### src/rtl/locker_arbiter.sv
// ---------------------------------------------------------------------------
// locker_arbiter
//
// Clocked N-channel mutual-exclusion arbiter for four-phase req/ack channels.
// One producer at a time owns the shared resource. The lock is held for the
// whole four-phase cycle: request, acknowledge, release, unlock.
//
// Optional feature macro: LOCKER_ARB_RR_EN
//   defined     -> round-robin selection. The search starts at a pointer that
//                  moves to the slot after the owner on every release.
//   not defined -> fixed priority. The lowest requesting index always wins,
//                  and no pointer state exists.
//
// Every output comes straight from a flop, so there is no combinational path
// from any input to any output.
// ---------------------------------------------------------------------------
module locker_arbiter #(
    parameter int SIZE  = 2,
    parameter int IDX_W = $clog2(SIZE)
) (
    input  logic             clk,
    input  logic             rst,
    input  logic [SIZE-1:0]  req_in,
    input  logic [SIZE-1:0]  ack_out,
    output logic [SIZE-1:0]  req_out,
    output logic [SIZE-1:0]  ack_in,
    output logic             busy,
    output logic [IDX_W-1:0] owner,
    output logic             err
);

    typedef enum logic [1:0] {
        IDLE = 2'd0,
        REQ  = 2'd1,
        ACK  = 2'd2,
        REL  = 2'd3
    } state_t;

    state_t           r_state;
    state_t           w_stateNext;
    logic [SIZE-1:0]  r_reqOut;
    logic [SIZE-1:0]  w_reqOutNext;
    logic [SIZE-1:0]  r_ackIn;
    logic [SIZE-1:0]  w_ackInNext;
    logic             r_busy;
    logic             w_busyNext;
    logic [IDX_W-1:0] r_owner;
    logic [IDX_W-1:0] w_ownerNext;
    logic             r_err;
    logic             w_errDetect;

    logic [SIZE-1:0]  w_ownerMask;
    logic             w_ownerAck;
    logic             w_ownerReq;
    logic [IDX_W-1:0] w_winner;
    logic             w_winnerValid;

`ifdef LOCKER_ARB_RR_EN
    logic [IDX_W-1:0] r_ptr;
    logic [IDX_W-1:0] w_ptrNext;
    logic [IDX_W-1:0] w_ownerPlusOne;
`endif

    // One-hot mask of the current owner, and the owner's own channel bits.
    assign w_ownerMask = SIZE'(1) << r_owner;
    assign w_ownerAck  = |(ack_out & w_ownerMask);
    assign w_ownerReq  = |(req_in & w_ownerMask);

    // Find the first requester. The scan starts at the pointer in round-robin mode and at index 0 otherwise.
    always_comb begin
        int idx;
        w_winner      = '0;
        w_winnerValid = 1'b0;
        idx           = 0;
        for (int i = 0; i < SIZE; i++) begin
`ifdef LOCKER_ARB_RR_EN
            idx = int'(r_ptr) + i;
            if (idx >= SIZE) begin
                idx = idx - SIZE;
            end
`else
            idx = i;
`endif
            if (!w_winnerValid && ((req_in & (SIZE'(1) << idx)) != '0)) begin
                w_winner      = IDX_W'(idx);
                w_winnerValid = 1'b1;
            end
        end
    end

    // Flag acknowledges from channels that do not hold the lock. In IDLE, no channel may acknowledge.
    always_comb begin
        w_errDetect = 1'b0;
        if (r_state == IDLE) begin
            w_errDetect = |ack_out;
        end else begin
            w_errDetect = |(ack_out & ~w_ownerMask);
        end
    end

`ifdef LOCKER_ARB_RR_EN
    // Slot after the owner, wrapping from SIZE-1 back to 0. Also correct when SIZE is not a power of two.
    always_comb begin
        w_ownerPlusOne = '0;
        if (r_owner != IDX_W'(SIZE - 1)) begin
            w_ownerPlusOne = r_owner + IDX_W'(1);
        end
    end
`endif

    // Next-state and next-output logic. A protocol violation freezes the lock state for that cycle.
    always_comb begin
        w_stateNext  = r_state;
        w_reqOutNext = r_reqOut;
        w_ackInNext  = r_ackIn;
        w_busyNext   = r_busy;
        w_ownerNext  = r_owner;
`ifdef LOCKER_ARB_RR_EN
        w_ptrNext    = r_ptr;
`endif
        if (!w_errDetect) begin
            case (r_state)
                IDLE: begin
                    if (w_winnerValid) begin
                        w_reqOutNext = SIZE'(1) << w_winner;
                        w_ownerNext  = w_winner;
                        w_busyNext   = 1'b1;
                        w_stateNext  = REQ;
                    end
                end
                REQ: begin
                    if (w_ownerAck) begin
                        w_ackInNext = w_ownerMask;
                        w_stateNext = ACK;
                    end
                end
                ACK: begin
                    if (!w_ownerReq) begin
                        w_reqOutNext = '0;
                        w_stateNext  = REL;
                    end
                end
                REL: begin
                    if (!w_ownerAck) begin
                        w_ackInNext = '0;
                        w_busyNext  = 1'b0;
`ifdef LOCKER_ARB_RR_EN
                        w_ptrNext   = w_ownerPlusOne;
`endif
                        w_stateNext = IDLE;
                    end
                end
                default: begin
                    w_stateNext = IDLE;
                end
            endcase
        end
    end

    // State and output registers. Reset drops any grant at once, with no release handshake.
    always_ff @(posedge clk) begin
        if (!rst) begin
            r_state  <= IDLE;
            r_reqOut <= '0;
            r_ackIn  <= '0;
            r_busy   <= 1'b0;
            r_owner  <= '0;
            r_err    <= 1'b0;
        end else begin
            r_state  <= w_stateNext;
            r_reqOut <= w_reqOutNext;
            r_ackIn  <= w_ackInNext;
            r_busy   <= w_busyNext;
            r_owner  <= w_ownerNext;
            r_err    <= w_errDetect;
        end
    end

`ifdef LOCKER_ARB_RR_EN
    // Round-robin pointer. It moves only when a lock is released.
    always_ff @(posedge clk) begin
        if (!rst) begin
            r_ptr <= '0;
        end else begin
            r_ptr <= w_ptrNext;
        end
    end
`endif

    assign req_out = r_reqOut;
    assign ack_in  = r_ackIn;
    assign busy    = r_busy;
    assign owner   = r_owner;
    assign err     = r_err;

endmodule

### config.mk
export PLATFORM = sky130hd
export DESIGN_NAME = locker_arbiter
export DESIGN_NICKNAME = d
export VERILOG_FILES = /design/src/rtl/locker_arbiter.sv
export SDC_FILE = /design/constraint.sdc
export NUM_CORES = 1
export LEC_CHECK = 0
export CAP_MARGIN = 30
export CORE_UTILIZATION = 43
export CTS_BUF_LIST = sky130_fd_sc_hd__clkbuf_4
export DETAILED_ROUTE_END_ITERATION = 7
export GPL_ROUTABILITY_DRIVEN = 0
export GPL_TIMING_DRIVEN = 0
export MAX_ROUTING_LAYER = met4
export PLACE_DENSITY_LB_ADDON = 0.05
export SLEW_MARGIN = 0
export SYNTH_ARGS = -nofsm -noshare
export SYNTH_HDL_FRONTEND = slang
export SYNTH_SLANG_ARGS = --single-unit
### constraint.sdc
create_clock -name clk -period 2.2 [get_ports clk]
set_clock_uncertainty 0.2 [all_clocks]
set_input_delay 0.44 -clock clk [delete_from_list [all_inputs] [get_ports clk]]
set_output_delay 0.44 -clock clk [all_outputs]
set_load 0.05 [all_outputs]
After elaboration in Yosys (flattened, before gate mapping)
Index checks and enable logic that the tools add are counted.

cells by class
  equal/unequal tests = 7
  shifts and indexed selects = 2
  muxes and demuxes = 17
  bitwise logic cells = 5
  reductions and logical operators = 15

operators with widths
  kind                 count
  $mux 2               7
  $reduce_and 4->1     3
  $ne 2x2->1 const B   4
  $pmux 2 s2           2
  $pmux 2 s4           1
  $reduce_or 2->1      4
  $and 2x2->2          3
  $mux 1               6
  $reduce_bool 2->1    3
  $reduce_and 5->1     1
  $eq 2x2->1 const B   2
  $shl 1x1->2 const A  2
  $reduce_and 3->1     1
  $eq 2x1->1 const B   1
  $logic_not 2->1      1
  $not 2->2            1
  $pmux 1 s2           1
  $logic_and 1x1->1    1
  $logic_not 1->1      1
  $not 1->1            1

storage, ports and cells
  register bits = 9
  input bits = 6

Depth between registers and ports, before layout
Gate-level depths: netlist of run 1.

  depth in word-level cells = 7
  depth in mapped cells = 7

Least setup slack after synthesis of run 1
Ideal clock, no wire load.

  kind = register -> register
  start = register r_owner (netlist: owner)
  end = register r_reqOut[0] (netlist: req_out[0])
  arrival = 1792 ps
  required time = 1885 ps
  slack = 93 ps
  cell stages (with the launch flop) = 6
  buffers on the path = 1
  cell sequence = dfxtp_1 buf_6 mux2_4 o32a_2 o31a_1 o21a_1

between the ends
  word-level cells in the longest chain between the ends = 7

RTL lines
  what                                   line  RTL
  from (decl)                            47    logic [IDX_W-1:0] r_owner;
  from (signal assigned)                 174   r_owner <= w_ownerNext;
  $shl 1x1->2 (*)                        65    assign w_ownerMask = SIZE'(1) << r_owner;
  $not 2->2                              97    w_errDetect = |(ack_out & ~w_ownerMask);
  $and 2x2->2                            97
  $reduce_or 2->1                        97
  $mux 1                                 94    if (r_state == IDLE) begin
  $not 1->1 (no source line)             -
  $reduce_and 4->1 (no source line) (*)  -
  to (signal assigned)                   171   r_reqOut <= w_reqOutNext;
  to (decl)                              41    logic [SIZE-1:0] r_reqOut;

Mark *: on every way between the ends. The rest lies on a longest branch, timed or not.
A chain may end at the register's enable or synchronous reset.

Worst setup path after layout of run 1
  start = register r_owner (netlist: owner)
  end = output owner

RTL lines
  what       line  RTL
  to (decl)  28    output logic [IDX_W-1:0] owner,

No word-level cell between the ends.

==> flow_summary.toml, run 1 <==
[outcome]
outcome = "complete, no violations"

[drt]
drtIter0Drc = 1
wl_um = 1150
num_vias = 505
viasPerCell = 5.37
drc = 0
postRouteAntennaNets = 0
drtPass1Iterations = 2
routedWlPerCell_um = 12.2

[die]
pin_count = 13
start_util_pct = 49.4
rows = 12
die_area_sq_um = 1490
fp.dieH_um = 38.7
die_x_um = 38.7
core_area_sq_um = 1170

[layout]
fillers = 117
fin_nets = 92
antenna_cells = 0
layout-drive-gt1-share_pct = 15.0
design_area_sq_um = 747
areaGrowthSynthToFinish_pct = 29.2

[synthesis]
synth_cells = 64
ys_ff_latch = 9
synth_edf_count = 0
synth_cell_types = 33
yosys-top-cells-count = "dfxtp_1 (9), ha_1 (5), nand2_1 (5), nor2_1 (5)"
syn_area_per_cell_sq_um = 9.03
ys.flop_type = "dfxtp_1"
ys_warn_count = 0
synthArstFlopShare_pct = 0
syn-cell-area_sq_um = 578
yosysTopAreaCell = "dfxtp_1"
ys_top_cells_by_area = "dfxtp_1 (31%), ha_1 (11%), mux2i_1 (6.9%), nand3_1 (3.5%), nand2_1 (3.2%)"
synth_top_area_share_pct = 31.2
syn_nets = 75
synth_most_common_cell = "dfxtp_1"
ys_seq_area_share_pct = 31.2

[place]
dpl.hpwl_um = 847
place_area_sq_um = 716
portBuffers = 12
pre_cts_ws_ps = -116

[pwr]
p_leak_nw = 0.289
ir_worst_vdd_v = 0.000536
finalPower_uw = 568
power.density_nw_per_um2 = 761

[setup_path]
cp_top_family = "buffers and inverters"
crit_path_max_fanout = 2
path_cells = "clkdlybuf4s50_1"
slowest_delay_ps = 800
path_class = "reg2out"
slowest_stage = "clkdlybuf4s50_1"
critPathBufInv = 1
required_ps = 1560
end_kind = "output port"
crit_arrival_ps = 1420
startpoint_type = "register"

[sta]
period_share_pct = 93.4
finalCriticalPeriod_ps = 2060
hold_viol_final = 0
rsz0062_at_grt = "no"
tightestPinTransition_ps = 489
slew_viol_final = 0
worst_slack_ps = 144
relSlewSlack_pct = 67.3
fin_tns_setup_ps = 0
setup_viol = 0
clock.fmax_mhz = 486

[cts]
cts.sinks = 9
cts-root-buf = "clkbuf_4"
cts.htree.levels = 1
cts.path.max_buffers = 2
numCtsBuffers = 3
clk_latency_ps = 270
cts_setup_buffers = 0
clk_pin_slew_worst_paths_ps = 70
cts_tree = "yes"

[global_route]
grt_pass1_vias = 447
grtUsageTotal_pct = 19.6
antenna_found_initial = 0
grt.overflow.total = 0
grt_max_degree = 10
grt_pass1_wl_um = 1870

[hold_path]
hold_path.class = "reg2reg"

[job]
drv_cap = 0
[area by class of cell]
class                           count  area (sq um)  share of cell area, %
Sequential cell                     9           181                   24.3
Inverter                            3          11.3                   1.51
Timing Repair Buffer               12           120                   16.1
Clock buffer                        4          30.0                   4.02
Multi-Input combinational cell     50           372                   49.7
Buffer                              2          15.0                   2.01
Tap cell                           14          17.5                   2.35
[power breakdown]
| part | internal, mW | switching (mW) |
|---|---|---|
| logic | 0.0906 | 0.133 |
| registers | 0.184 | 0.0140 |
| clock network | 0.0825 | 0.0639 |
[sequential cells by signal, indices dropped and copies added (netlist names)]
name	count
ack_in	2
r_state	2
req_out	2
busy	1
err	1
owner	1
[repair_timing]
action	CTS	global route
endpoints found under the setup margin	0	1
hold endpoints to repair	0	0
hold buffers	0	0
resized for setup	0	1
[layout by cell type, fill, tap and decap left out, types with 3 or more instances in the layout]
cell              n
dfxtp_1           8
inv_1             3
nand3_1           4
a21oi_1           3
nand2_1           5
mux2i_1           4
clkbuf_4          4
ha_1              5
nor2_1            5
clkdlybuf4s50_1  12
[worst register-to-register path: stages (launching register included)]
cell      delay [ps]
dfxtp_1          390
inv_1             80
ha_1             170
clkbuf_1         190
nor2_1           130
o211ai_1         150
or3_2            440
a21oi_1          140
[path summary, 6_finish.rpt]
kind / from / to / slack [ps] / cells past startpoint
setup reg to reg: r_state[1] / ack_in[0] / 250 / 7
hold reg to reg: ack_in[1] / ack_in[1] / 260 / 2
hold / removal: ack_in[1] / ack_in[1] / 260 / 2
setup / recovery: owner / owner / 140 / 1
[per-layer routing]
metal	share of wire [%]	GRT usage (%)	up-vias
met4	0	5.17	0
met1	48	21.5	226
met3	6.3	10.4	0
met2	45	30.8	11
li1	-	-	268
met5	0	-	-
[through the flow]
stage	instances	utilization, %	hold WS, ps
after floorplan	64	-	272
after global placement	90	61.1	252
after detailed placement	90	61.1	258
after CTS	94	63.7	268
after global routing	94	63.8	291
final	94	63.8	264
[kinds of logic (layout without fill, tap and decap cells)]
group                    Yosys count  count (layout)  share of synthesized area (%)
flip-flops                         9               9                           31.2
buffers and inverters              5              21                           4.54
adder cells (fa/ha/maj)            5               5                           10.8
multiplexers                       6               6                           11.5
AND/OR/NAND/NOR                   26              26                           24.5
AO/OA/AOI/OAI                     13              13                           17.5
(Power assumes the default switching activity.)
==> run 2: changes to the inputs <==
Settings changed: CORE_MARGIN set to 4, CTS_CLUSTER_DIAMETER set to 50, PLACE_DENSITY set to 0.7, PLACE_DENSITY_LB_ADDON 0.05 to not set.
==> flow_summary.toml, run 2 (synthesis gave the netlist of run 1 again) <==
[die]
fp.dieH_um = 44.7
core_area_sq_um = 1190
die_area_sq_um = 1990
rows = 12
start_util_pct = 48.7
pin_count = 13
die_x_um = 44.7

[cts]
cts_resized = 0
cts_setup_buffers = 0
cts_tree = "yes"
clk_pin_slew_worst_paths_ps = 60
cts.htree.levels = 1
cts.sinks = 9
cts.path.max_buffers = 2
hold_buffers = 0
numCtsBuffers = 3
cts-root-buf = "clkbuf_4"
clk_latency_ps = 270

[pwr]
p_leak_nw = 0.289
power.density_nw_per_um2 = 761
ir_worst_vdd_v = 0.000686

[hold_path]
hold_path.class = "reg2reg"

[setup_path]
startpoint_type = "register"
cp_top_family = "buffers and inverters"
path_cells = "clkdlybuf4s50_1"
critPathBufInv = 1
slowest_delay_ps = 810
required_ps = 1560
crit_path_max_fanout = 2
slowest_stage = "clkdlybuf4s50_1"
crit_arrival_ps = 1420
path_class = "reg2out"
end_kind = "output port"

[sta]
period_share_pct = 93.5
clock.fmax_mhz = 486
tightestPinTransition_ps = 493
fin_tns_setup_ps = 0
hold_viol_final = 0
rsz0062_at_grt = "no"
setup_viol = 0
relSlewSlack_pct = 67.0
finalCriticalPeriod_ps = 2060
slew_viol_final = 0

[layout]
fin_nets = 92
areaGrowthSynthToFinish_pct = 29.0
layout-drive-gt1-share_pct = 13.8
mostFrequentLayoutCells = "clkdlybuf4s50_1 (12), dfxtp_1 (9), nor2_1 (5), nand2_1 (5), ha_1 (5)"
design_area_sq_um = 746
mostFrequentLayoutCell = "clkdlybuf4s50_1"
antenna_cells = 0

[drt]
routedWlPerCell_um = 12.8
drc = 0
drtPass1Iterations = 4
wl_um = 1210
drtIter0Drc = 14
viasPerCell = 5.61
num_vias = 527
postRouteAntennaNets = 0

[global_route]
grt_max_degree = 10
grt_pass1_wl_um = 2130
grtUsageTotal_pct = 15.2
grt_pass1_vias = 512
antenna_found_initial = 0
grt.overflow.total = 0

[outcome]
outcome = "complete, no violations"

[place]
dpl.hpwl_um = 900
place_area_sq_um = 716
portBuffers = 12

[job]
drv_cap = 0
run 2: cell counts in the layout (fill, tap and decap cells not counted):
Identical to the previous run, type by type.
run 2: layout make-up:
class                           count  area, sq um
Multi-Input combinational cell     50          372
Timing Repair Buffer               12          120
Tap cell                           14         17.5
Sequential cell                     9          180
Buffer                              2         15.0
Inverter                            3         11.3
Fill cell                         108          440
Clock buffer                        4         30.0
run 2: layer usage:
metal  track usage [%]  wire, um
met1              16.4       535
met2              23.2       553
met3              6.50        88
met4              8.43        27
met5                 -         0
run 2: metrics by stage:
stage,instances,power (mW),utilization [%],setup slack [ps],hold slack (ps)
CTS,94,0.571,62.9,132,275
detailed placement,90,0.425,60.3,-118,257
finish,94,0.568,62.9,143,268
floorplan,64,0.360,-,93.1,272
global placement,90,0.422,60.3,-113,252
global route,94,0.607,62.9,50.8,305
run 2: final timing paths:
| check | startpoint | end | slack (ps) | depth (start not counted) |
|---|---|---|---|---|
| worst max-delay path | owner | owner | 140 | 1 |
| worst max register to register | r_state[0] | ack_in[0] | 170 | 7 |
| worst min-delay path | req_out[1] | req_out[1] | 270 | 2 |
| worst min register to register | req_out[1] | req_out[1] | 270 | 2 |
run 2: power breakdown:
| group | internal (mW) | switching (mW) | total, mW | leakage, nW |
|---|---|---|---|---|
| Combinational | 0.0908 | 0.137 | 0.227 | 0.197 |
| Sequential | 0.183 | 0.0139 | 0.197 | 0.0736 |
| Clock | 0.0824 | 0.0606 | 0.143 | 0.0184 |
